[src/rtl/addsub_pkg.sv]
// Shared constants and saturation limits for the multi-lane signed adder/subtractor.
package addsub_pkg;

  localparam logic OP_ADD = 1'b0;
  localparam logic OP_SUB = 1'b1;

  // Limits are returned zero-extended to 32 bits; callers take the low len bits.
  function automatic logic [31:0] max_pos(input int unsigned len);
    return (32'd1 << (len - 1)) - 32'd1;
  endfunction

  function automatic logic [31:0] min_neg(input int unsigned len);
    return 32'd1 << (len - 1);
  endfunction

endpackage

[src/rtl/addsub_lane.sv]
// One combinational lane: signed add or subtract with overflow detect and optional clamp.
module addsub_lane
  import addsub_pkg::*;
#(
  parameter int unsigned LEN = 16
) (
  input  logic [LEN-1:0] a,
  input  logic [LEN-1:0] b,
  input  logic           op,
  input  logic           sat,
  output logic [LEN-1:0] r,
  output logic           ovf
);

  localparam logic [LEN-1:0] POS_LIM = LEN'(max_pos(LEN));
  localparam logic [LEN-1:0] NEG_LIM = LEN'(min_neg(LEN));

  logic [LEN-1:0] b_eff;
  logic [LEN-1:0] sum;
  logic           sign_a;
  logic           sign_b;
  logic           sign_r;

  always_comb begin
    b_eff  = (op == OP_SUB) ? ~b : b;
    sum    = a + b_eff + LEN'(op == OP_SUB);
    sign_a = a[LEN-1];
    sign_b = b[LEN-1];
    sign_r = sum[LEN-1];
    if (op == OP_SUB) begin
      ovf = (sign_a != sign_b) && (sign_r != sign_a);
    end else begin
      ovf = (sign_a == sign_b) && (sign_r != sign_a);
    end
    r = sum;
    // Clamp direction follows the sign of A, which is the true sign of the result.
    if (sat && ovf) begin
      r = sign_a ? NEG_LIM : POS_LIM;
    end
  end

endmodule

[src/rtl/addsub_pipe.sv]
// LANES-wide pipelined signed add/sub with valid/ready flow control, per-lane overflow,
// sticky overflow status and a saturating overflow-event counter.
module addsub_pipe
  import addsub_pkg::*;
#(
  parameter int unsigned LEN    = 16,
  parameter int unsigned LANES  = 4,
  parameter int unsigned STAGES = 2,
  parameter int unsigned CNT_W  = 16
) (
  input  logic                  clk,
  input  logic                  reset_n,
  input  logic                  in_valid,
  output logic                  in_ready,
  input  logic [LANES*LEN-1:0]  in1,
  input  logic [LANES*LEN-1:0]  in2,
  input  logic                  op,
  input  logic                  sat,
  output logic                  out_valid,
  input  logic                  out_ready,
  output logic [LANES*LEN-1:0]  out,
  output logic [LANES-1:0]      ovf,
  output logic [LANES-1:0]      ovf_sticky,
  output logic [CNT_W-1:0]      ovf_count,
  input  logic                  ovf_clear
);

  localparam int unsigned W = LANES * LEN;

  logic [W-1:0]     lane_r;
  logic [LANES-1:0] lane_ovf;

  for (genvar l = 0; l < LANES; l++) begin : g_lane
    addsub_lane #(
      .LEN(LEN)
    ) u_lane (
      .a  (in1[l*LEN +: LEN]),
      .b  (in2[l*LEN +: LEN]),
      .op (op),
      .sat(sat),
      .r  (lane_r[l*LEN +: LEN]),
      .ovf(lane_ovf[l])
    );
  end

  logic [STAGES-1:0] v;
  logic [STAGES-1:0] load;
  logic [STAGES-1:0] v_in;
  logic [W-1:0]      data   [STAGES];
  logic [W-1:0]      d_in   [STAGES];
  logic [LANES-1:0]  ovf_q  [STAGES];
  logic [LANES-1:0]  o_in   [STAGES];
  logic              xfer;
  logic              any_ovf;

  // Load enables ripple back from out_ready so a stage refills in the cycle it drains.
  always_comb begin
    logic adv;
    int unsigned i;
    adv  = out_ready;
    load = '0;
    for (int unsigned k = 0; k < STAGES; k++) begin
      i       = STAGES - 1 - k;
      load[i] = !v[i] || adv;
      adv     = load[i];
    end
  end

  always_comb begin
    v_in[0] = in_valid;
    d_in[0] = lane_r;
    o_in[0] = lane_ovf;
    for (int unsigned i = 1; i < STAGES; i++) begin
      v_in[i] = v[i-1];
      d_in[i] = data[i-1];
      o_in[i] = ovf_q[i-1];
    end
  end

  always_ff @(posedge clk or negedge reset_n) begin
    if (!reset_n) begin
      v <= '0;
      for (int unsigned i = 0; i < STAGES; i++) begin
        data[i]  <= '0;
        ovf_q[i] <= '0;
      end
    end else begin
      for (int unsigned i = 0; i < STAGES; i++) begin
        if (load[i]) begin
          v[i] <= v_in[i];
          if (v_in[i]) begin
            data[i]  <= d_in[i];
            ovf_q[i] <= o_in[i];
          end
        end
      end
    end
  end

  assign in_ready  = load[0];
  assign out_valid = v[STAGES-1];
  assign out       = data[STAGES-1];
  assign ovf       = ovf_q[STAGES-1];
  assign xfer      = out_valid && out_ready;
  assign any_ovf   = |ovf_q[STAGES-1];

  // A clear coincident with an overflowing transfer keeps that transfer's contribution.
  always_ff @(posedge clk or negedge reset_n) begin
    if (!reset_n) begin
      ovf_sticky <= '0;
      ovf_count  <= '0;
    end else if (ovf_clear) begin
      ovf_sticky <= xfer ? ovf : '0;
      ovf_count  <= (xfer && any_ovf) ? CNT_W'(1) : '0;
    end else if (xfer) begin
      ovf_sticky <= ovf_sticky | ovf;
      if (any_ovf && (ovf_count != '1)) begin
        ovf_count <= ovf_count + CNT_W'(1);
      end
    end
  end

endmodule

[config.mk]
export PLATFORM = sky130hd
export DESIGN_NAME = addsub_pipe
export DESIGN_NICKNAME = d
export VERILOG_FILES = /design/src/rtl/addsub_pkg.sv /design/src/rtl/addsub_lane.sv /design/src/rtl/addsub_pipe.sv
export SDC_FILE = /design/constraint.sdc
export NUM_CORES = 1
export LEC_CHECK = 0
export ABC_AREA = 1
export CORE_MARGIN = 3
export CORE_UTILIZATION = 45
export CTS_CLUSTER_SIZE = 10
export DETAILED_ROUTE_END_ITERATION = 8
export PLACE_DENSITY = 0.83
export SLEW_MARGIN = 40
export SYNTH_ARGS = -nofsm -noshare
export SYNTH_HDL_FRONTEND = slang
export SYNTH_SLANG_ARGS = --single-unit
[constraint.sdc]
create_clock -name clk -period 2.3 [get_ports clk]
set_clock_uncertainty 0.1 [all_clocks]
set_input_delay 0.46 -clock clk [delete_from_list [all_inputs] [get_ports clk]]
set_output_delay 0.46 -clock clk [all_outputs]
set_load 0.03 [all_outputs]
==> results by stage, run 1 <==
Pwr:
- The total power per unit cell area is 875 nW/um^2.
- The design draws 14200 uW.
- Summed over all cells, the static leakage comes to 0.00786 uW.
- The peak supply drop is 0.447 mV.

Min path:
- The path class of the lowest-slack min-delay path is in2async.

Floorplan:
- The floorplan has 54 rows.
- In this run the count of I/O pins placed on the die edge is 225.
- The die is 158 um tall.
- The width of the die is 158 um.
- The full die area is 24800 um^2.
- For this configuration, the core starts out at a cell density of 46.5%.
- After floorplanning, the core was sized to cover 22200 um^2.

Routing:
- The routed wirelength normalized by instance count is 16.8 um.
- The first TritonRoute pass finished after 5 iterations.
- The detailed-route DRC error count is 0.
- For this block, the initial DRC count from the detailed router was 639.
- The final layout contains routed wiring with a total length of 33200 um.
- Using the TritonRoute via totals, the vias-per-cell ratio works out to 5.31.
- The overall via count from detail_route is 10500.
- The residual antenna-violating net count after detailed routing is 0.

Placed design:
- The total half-perimeter wirelength after legalization and detailed placement is 22600 um.
- Before CTS, the worst setup slack after placement is -0.534 ns.
- The count of input and output buffers is 224.
- The number of instances in the placed design is 1894.
- At the end of routability-driven placement, the weighted congestion stood at 0.954.

Yosys:
- The most common cell in the synthesized netlist is nand2_1.
- After synthesis the cells add up to 10300 um^2.
- Of all flip-flops after synthesis, the portion carrying an async set or reset was 100%.
- Counting instances in the post-synthesis netlist gives the leading cell types as nand2_1, dfrtp_1, nor2_1.
- The Yosys warning count is 0.
- The top cell type by area accounts for 38.2% of the synthesized area.
- Sorting the synthesized cells by area gives the leading types as dfrtp_1, nand2_1, xor2_1.
- In the synthesized netlist the dominant register cell turns out to be dfrtp_1.
- Counting flops with a built-in enable in the synthesized netlist gives 0.
- The number of synthesized register bits is 158.
- The number of nets in the synthesized netlist is 1427.
- The netlist uses 35 different library cells.
- The biggest area contributor in the post-synthesis netlist is dfrtp_1.
- Summing the sequential cell areas from Yosys gives 38.2% of the chip area.
- Synthesis handed over a netlist of 1231 instances.
- A synthesized cell averages 8.40 um^2.

Clock tree:
- The number of buffers created by CTS is 17.
- The clock latency on the worst-skew pair is 0.42 ns.
- Clock tree synthesis found a total of 158 sinks.
- Clock-pin slew was measured on the worst setup and hold paths at 0.07 ns.
- The root buffer selected by CTS is clkbuf_16.
- The worst-case clock buffer depth is 2.
- The H-tree generated during clock tree synthesis spans 4 levels.
- TritonCTS built the clock tree.

Global routing:
- The initial antenna violation count is 1.
- After global routing the overflow that remains totals 0.
- The pin count of the biggest net entering global routing is 61.
- The number of global-route vias before repair is 9957.
- The combined global-route utilization of all metal layers is 23.2%.
- The first global-routing pass estimated 46900 um of wire.

Timing:
- The final-report hold violation count is 0.
- The routed design could run at a clock period as short as 2.35 ns.
- The actual transition at the worst max-transition pin is 0.638 ns.
- The fraction of the cycle the final worst path needs is 102%.
- Setup repair after global routing could not meet its margin everywhere.
- Based on the critical path, the design can be clocked at up to 0.425 GHz.
- The post-route worst setup slack is -0.0546 ns.
- Measured against its own limit, the worst slew margin works out to 57.3%.
- Setup violations remaining at the end of the flow were counted as 14.
- The final-report max-slew violation count is 0.

Layout:
- The final cell count without fillers is 1973.
- The final core area utilization is 73.2%.
- In the final layout, flip-flops and latches occupy 3950 um^2.
- The fraction of final layout cells with drive strength greater than 1 is 32.5%.
- The final net count is 1876.
- The total area of multi-input combinational cells is 6670 um^2.
- The number of antenna diodes is 0.
- The layout has 1472 filler cells.
- The synthesis-to-layout area growth is 57.3%.

Worst setup path:
- Of all nets on the critical path, the largest fanout is 8.
- By startpoint and endpoint, the worst setup path is classified as in2reg.
- Data arrives at the worst endpoint at 2.56 ns.
- The category of the worst setup path capture point is a register.
- The required time of the critical path is 2.51 ns.
- The kind of start point of the critical path is an input port.

Outcome:
- The run finished, with violations left.
- The final reports fail on setup timing.

Flow run:
- The number of max-capacitance violations reported is 0.
## cell families (layout without fill, tap and decap cells)
group                    count (synthesis)  count (layout)  synth area share, %
AND/OR/NAND/NOR                        527             531                 21.4
AO/OA/AOI/OAI                          181             181                 10.7
flip-flops                             158             158                 38.2
buffers and inverters                  124             582                 5.19
XOR/XNOR                               117             117                 9.91
multiplexers                            63              63                 6.86
adder cells (fa/ha/maj)                 61              61                 7.67
## layout make-up
type,instances,area share (%)
clock inverter,14,0.815
sequential,158,24.3
tap,280,2.15
timing repair buffer,460,27.0
multi-input combinational,953,41.0
clock buffer,18,2.64
timing repair inverter,1,0.0538
inverter,89,2.08
## power breakdown
part | switching, uW | total, uW | internal (uW)
combinational | 3880 | 7220 | 3340
clock | 1190 | 2700 | 1510
sequential | 583 | 4310 | 3730
## stage by stage
stage	hold WS (ns)	setup TNS, ns	area [um^2]
after floorplan	0.0644	-16.43	10500
after global placement	0.205	-23.78	14400
after detailed placement	0.206	-30.15	14400
after CTS	0.329	-0.00708	15100
after global routing	0.332	-2.77	16300
final	0.333	-0.352	16300
## repair_timing
| item | in CTS | in global routing |
|---|---|---|
| cloned | 2 | 8 |
| hold endpoints to repair | 14 | 0 |
| hold buffers | 1 | 0 |
| setup endpoints to repair | 40 | 67 |
| pin swaps | 9 | 127 |
| gates resized for setup | 17 | 219 |
| setup buffers | 5 | 31 |
## flip-flops by register name (all words and copies together), names as in the netlist
name,cells
v,2
d_in,64
ovf_count,16
ovf_sticky,4
out,64
ovf,4
o_in,4
## cell usage in the layout (no fill, tap or decap), types with 9 or more instances in the layout
master           count
a21oi_1             40
a21oi_2             70
buf_12              12
buf_4              212
clkbuf_16           22
clkdlybuf4s50_1    182
dfrtp_1            158
dlymetal6s2s_1      38
ha_1                55
inv_1               70
inv_2               17
mux2_2              63
nand2_1            222
nand2_2             54
nand2_4             22
nand2_8              9
nand3_1             59
nand4_1             13
nor2_1             119
o21ai_0             16
o21bai_1            12
xnor2_1             16
xor2_1              92
## path summary, 6_finish.rpt
path	to	start	cells after the start	slack [ns]
max	d_in[50]	op	13	-0.05
min	d_in[23]	reset_n	2	0.33
max reg2reg	ovf_count[12]	ovf_count[1]	11	0.25
min reg2reg	d_in[15]	d_in[15]	2	0.38
max in group asynchronous	d_in[15]	reset_n	3	1.07
min in group clk	d_in[15]	d_in[15]	2	0.38
## routing by layer
| layer | track usage [%] | routed length, um |
|---|---|---|
| met2 | 41.2 | 17400 |
| met4 | 7.15 | 855 |
| met1 | 28.5 | 12900 |
| met5 | 0 | 20 |
| met3 | 4.67 | 2040 |
## worst max-delay path: stages
cell and delay [ns]:
buf_12 0.14, buf_12 0.15, xor2_1 0.17, ha_1 0.35, buf_6 0.14, a21oi_2 0.14
nand2_2 0.10, a21oi_4 0.20, nand4_1 0.19, nand2_4 0.22, nand2_8 0.14, nand2_4 0.11
a21oi_4 0.05
Power figures use the tool's default switching activity.
==> run 2: changes to the inputs <==
Settings changed: CORE_UTILIZATION 45 to 52, PLACE_DENSITY 0.83 to 0.93.
==> results by stage, run 2 (synthesis results as in run 1) <==
Worst setup path:
- Broken down by cell family, the worst path's largest delay share belongs to simple AND/OR/NAND/NOR gates.
- The slowest stage of the critical path belongs to the cell ha_1.
- The launching point of the worst reg2reg path is ovf_count[0].
- The most numerous cell type found on the critical path is nand2_2.
- The combined buffer and inverter count along the critical path is 5 (+2).
- Walking the worst path, the cells encountered are buf_16, clkbuf_16, xor2_1, ha_1, inv_2, nor3_4, and2_4, nand2_2, nand2_2, nand4_1, nand2_2, buf_12, clkinv_8, a21oi_2.
- The category of the worst setup path capture point is a register.
- The delay of the slowest cell on the worst path was 0.37 ns (+0.02 ns).
- The required time of the critical path is 2.55 ns (+0.04 ns).
- The arrival time reported for the critical path endpoint is 2.71 ns (+0.15 ns).
- The launching instance or port of the critical path is op.
- The type of the worst setup path is in2reg.
- The worst setup path is launched from an input port.
- The critical-path maximum fanout is 11 (+3).

Global routing:
- The pin count of the biggest net entering global routing is 44 (-28%).
- The number of global-route vias before repair is 10800 (+8.0%).
- The combined global-route utilization of all metal layers came to 28.9% (+5.6 points).
- The total global routing overflow is 0 (unchanged).
- The wire length of the first global-routing pass is 51000 um (+8.7%).
- The initial antenna violation count is 2 (+1).

Routing:
- The detailed-route vias per instance is 5.90 (+11%).
- The wire length reported by the detailed router is 39600 um (+19%).
- The count of TritonRoute iterations in the first routing pass is 8 (+3).
- The detailed-route DRC error count is 0 (unchanged).
- The overall via count from detail_route was 11500 (+10%).
- The routed wirelength normalized by instance count was 20.3 um (+20%).
- The residual antenna-violating net count after detailed routing came to 0 (unchanged).
- The starting DRC count in detailed routing came to 1010 (+58%).

Layout:
- The fraction of final layout cells with drive strength greater than 1 is 32.1% (-0.39 points).
- The final net count is 1875 (-0.053%).
- In the layout the commonest cells are nand2_1, buf_4, clkdlybuf4s50_1.
- Relative to the synthesized area, the layout overhead comes to 56.1%.
- The library cell used most frequently in the layout, excluding fill and tap cells, is nand2_1.
- The total of fill cells in the finished design is 944 (-36%).

Clock tree:
- The count of clock tree sinks is 158 (unchanged).
- The number of levels in the clock H-tree is 4 (unchanged).
- The number of buffers created by CTS is 17 (unchanged).
- The TritonCTS clock tree is built.
- The root buffer selected by CTS is clkbuf_16.
- The clock transition at the registers of the reported paths is 0.07 ns (about the same).
- The clock latency on the worst-skew pair came to 0.44 ns (+0.02 ns).
- The worst-case clock buffer depth is 2 (unchanged).

Floorplan:
- The floorplan core area was 19100 um^2 (-14%).
- The site row count is 50 (-7.4%).
- The vertical die dimension is 147 um (-6.7%).
- The width of the die was 147 um (-6.7%).
- The number of primary I/O pins came to 225 (unchanged).
- The full die area is 21600 um^2 (-13%).
- The starting utilization of the core area is 54.0% (+7.5 points).

Timing:
- The max-slew headroom at the worst pin came to 64.9% (+7.5 points).
- The final worst hold slack is 0.395 ns (+0.0625 ns).
- The fmax is 0.406 GHz (-4.3%).
- The fraction of the cycle the final worst path needs is 107% (+4.6 points).
- The actual transition at the worst max-transition pin is 0.522 ns (-0.116 ns).
- The final count of negative-setup-slack endpoints is 37 (+23).
- The final-report hold violation count is 0 (unchanged).
- The minimum clock period after layout is 2.46 ns (+0.106 ns).
- The final-report max-slew violation count is 0 (unchanged).
- Setup repair after global routing could not meet its margin everywhere.
- The post-route worst setup slack is -0.160 ns (-0.106 ns).

Pwr:
- The switching share of power was 40.9% (+1.1 points).
- The internal power consumption came to 8630 uW (+0.62%).
- The clock group share of total power was 19.2% (+0.2 points).
- The net switching power is 5970 uW (+5.5%).
- The peak supply drop came to 0.464 mV (+3.9%).
- The fraction of power consumed by combinational cells is 50.8% (about the same).
- The total power per unit cell area was 903 nW/um^2 (+3.3%).
- The proportion of power drawn by flip-flops and latches is 29.9% (-0.4 points).
- The overall power consumption was 14600 uW (+2.5%).
- The leakage component of the power came to 0.00781 uW (-0.64%).

Placed design:
- The total half-perimeter wirelength after legalization and detailed placement came to 23500 um (+3.9%).
- The count of input and output buffers came to 224 (unchanged).
- The placer congestion estimate came to 0.953 (-0.12%).
- The pre-CTS setup slack is -0.532 ns (+0.00197 ns).

Min path:
- The min-delay analysis places its worst path in the category reg2reg.
- The worst hold path begins at ovf_sticky[3].

Outcome:
- The run finished, with violations left.
- The final reports fail on setup timing.

Flow run:
- The number of max-capacitance violations reported is 0 (unchanged).
==> run 2: worst register-to-register path, delay by kind of cell (launching register included) <==
kind          cells  cell delay (ns)
simple gates      7             0.98
buf+inv           2             0.29
flops             1             0.50
fa+ha+maj         1             0.38
==> run 2: repair_timing <==
item	4_1_cts	5_1_grt
hold buffers	1	0
endpoints found under the setup margin	65	81
pin swaps	19	117
endpoints found under the hold margin	35	0
gates cloned	3	6
setup buffers	8	27
resized for setup	20	203
==> run 2: per-layer routing <==
metal  routed length, um  GRT usage [%]  vias up  share of wire (%)
met2               19800           52.5      827                 50
met3                3470           6.23      288                8.8
li1                    -              -     4970                  -
met5                  13              0        -              0.033
met4                2930           13.4        2                7.4
met1               13400           32.2     5446                 34
==> run 2: final timing paths <==
check	end	slack, ns	cells past startpoint
worst min register to register	ovf_sticky[3]	0.40	1
worst max-delay path	d_in[22]	-0.16	14
max in group asynchronous	out[57]	1.01	3
worst min-delay path	ovf_sticky[3]	0.40	1
worst max register to register	ovf_count[12]	-0.03	10
min in group asynchronous	d_in[28]	0.42	2
==> run 2: per-stage QoR <==
step | setup TNS (ns) | utilization [%] | std cells | cell area (um^2)
floorplan | -16.43 | - | 1231 | 10500
global placement | -24.19 | 75.2 | 1875 | 14400
detailed placement | -32.47 | 75.2 | 1875 | 14400
CTS | 0 | 79.2 | 1919 | 15200
global route | -6.34 | 84.4 | 1953 | 16200
finish | -3.16 | 84.4 | 1954 | 16200
==> run 2: area by class of cell <==
class / count / area [um^2] / area share, %
repair inverters: 2 / 22.5 / 0.139
multi-input cells: 953 / 6590 / 40.8
clock buffers: 19 / 453 / 2.80
repair buffers: 458 / 4330 / 26.8
diodes: 2 / 5.00 / 0.0310
clock inverters: 13 / 131 / 0.813
well taps: 260 / 325 / 2.01
inverters: 89 / 344 / 2.13
flip-flops and latches: 158 / 3950 / 24.5
==> run 2: power groups by stage <==
stage	Combinational (uW)	Sequential [uW]	Clock (uW)
floorplan	2510	5400	0
global placement	6290	4290	0
finish	7420	4370	2810
CTS	6670	4320	2800
detailed placement	6530	4360	0
global route	7810	4450	2950
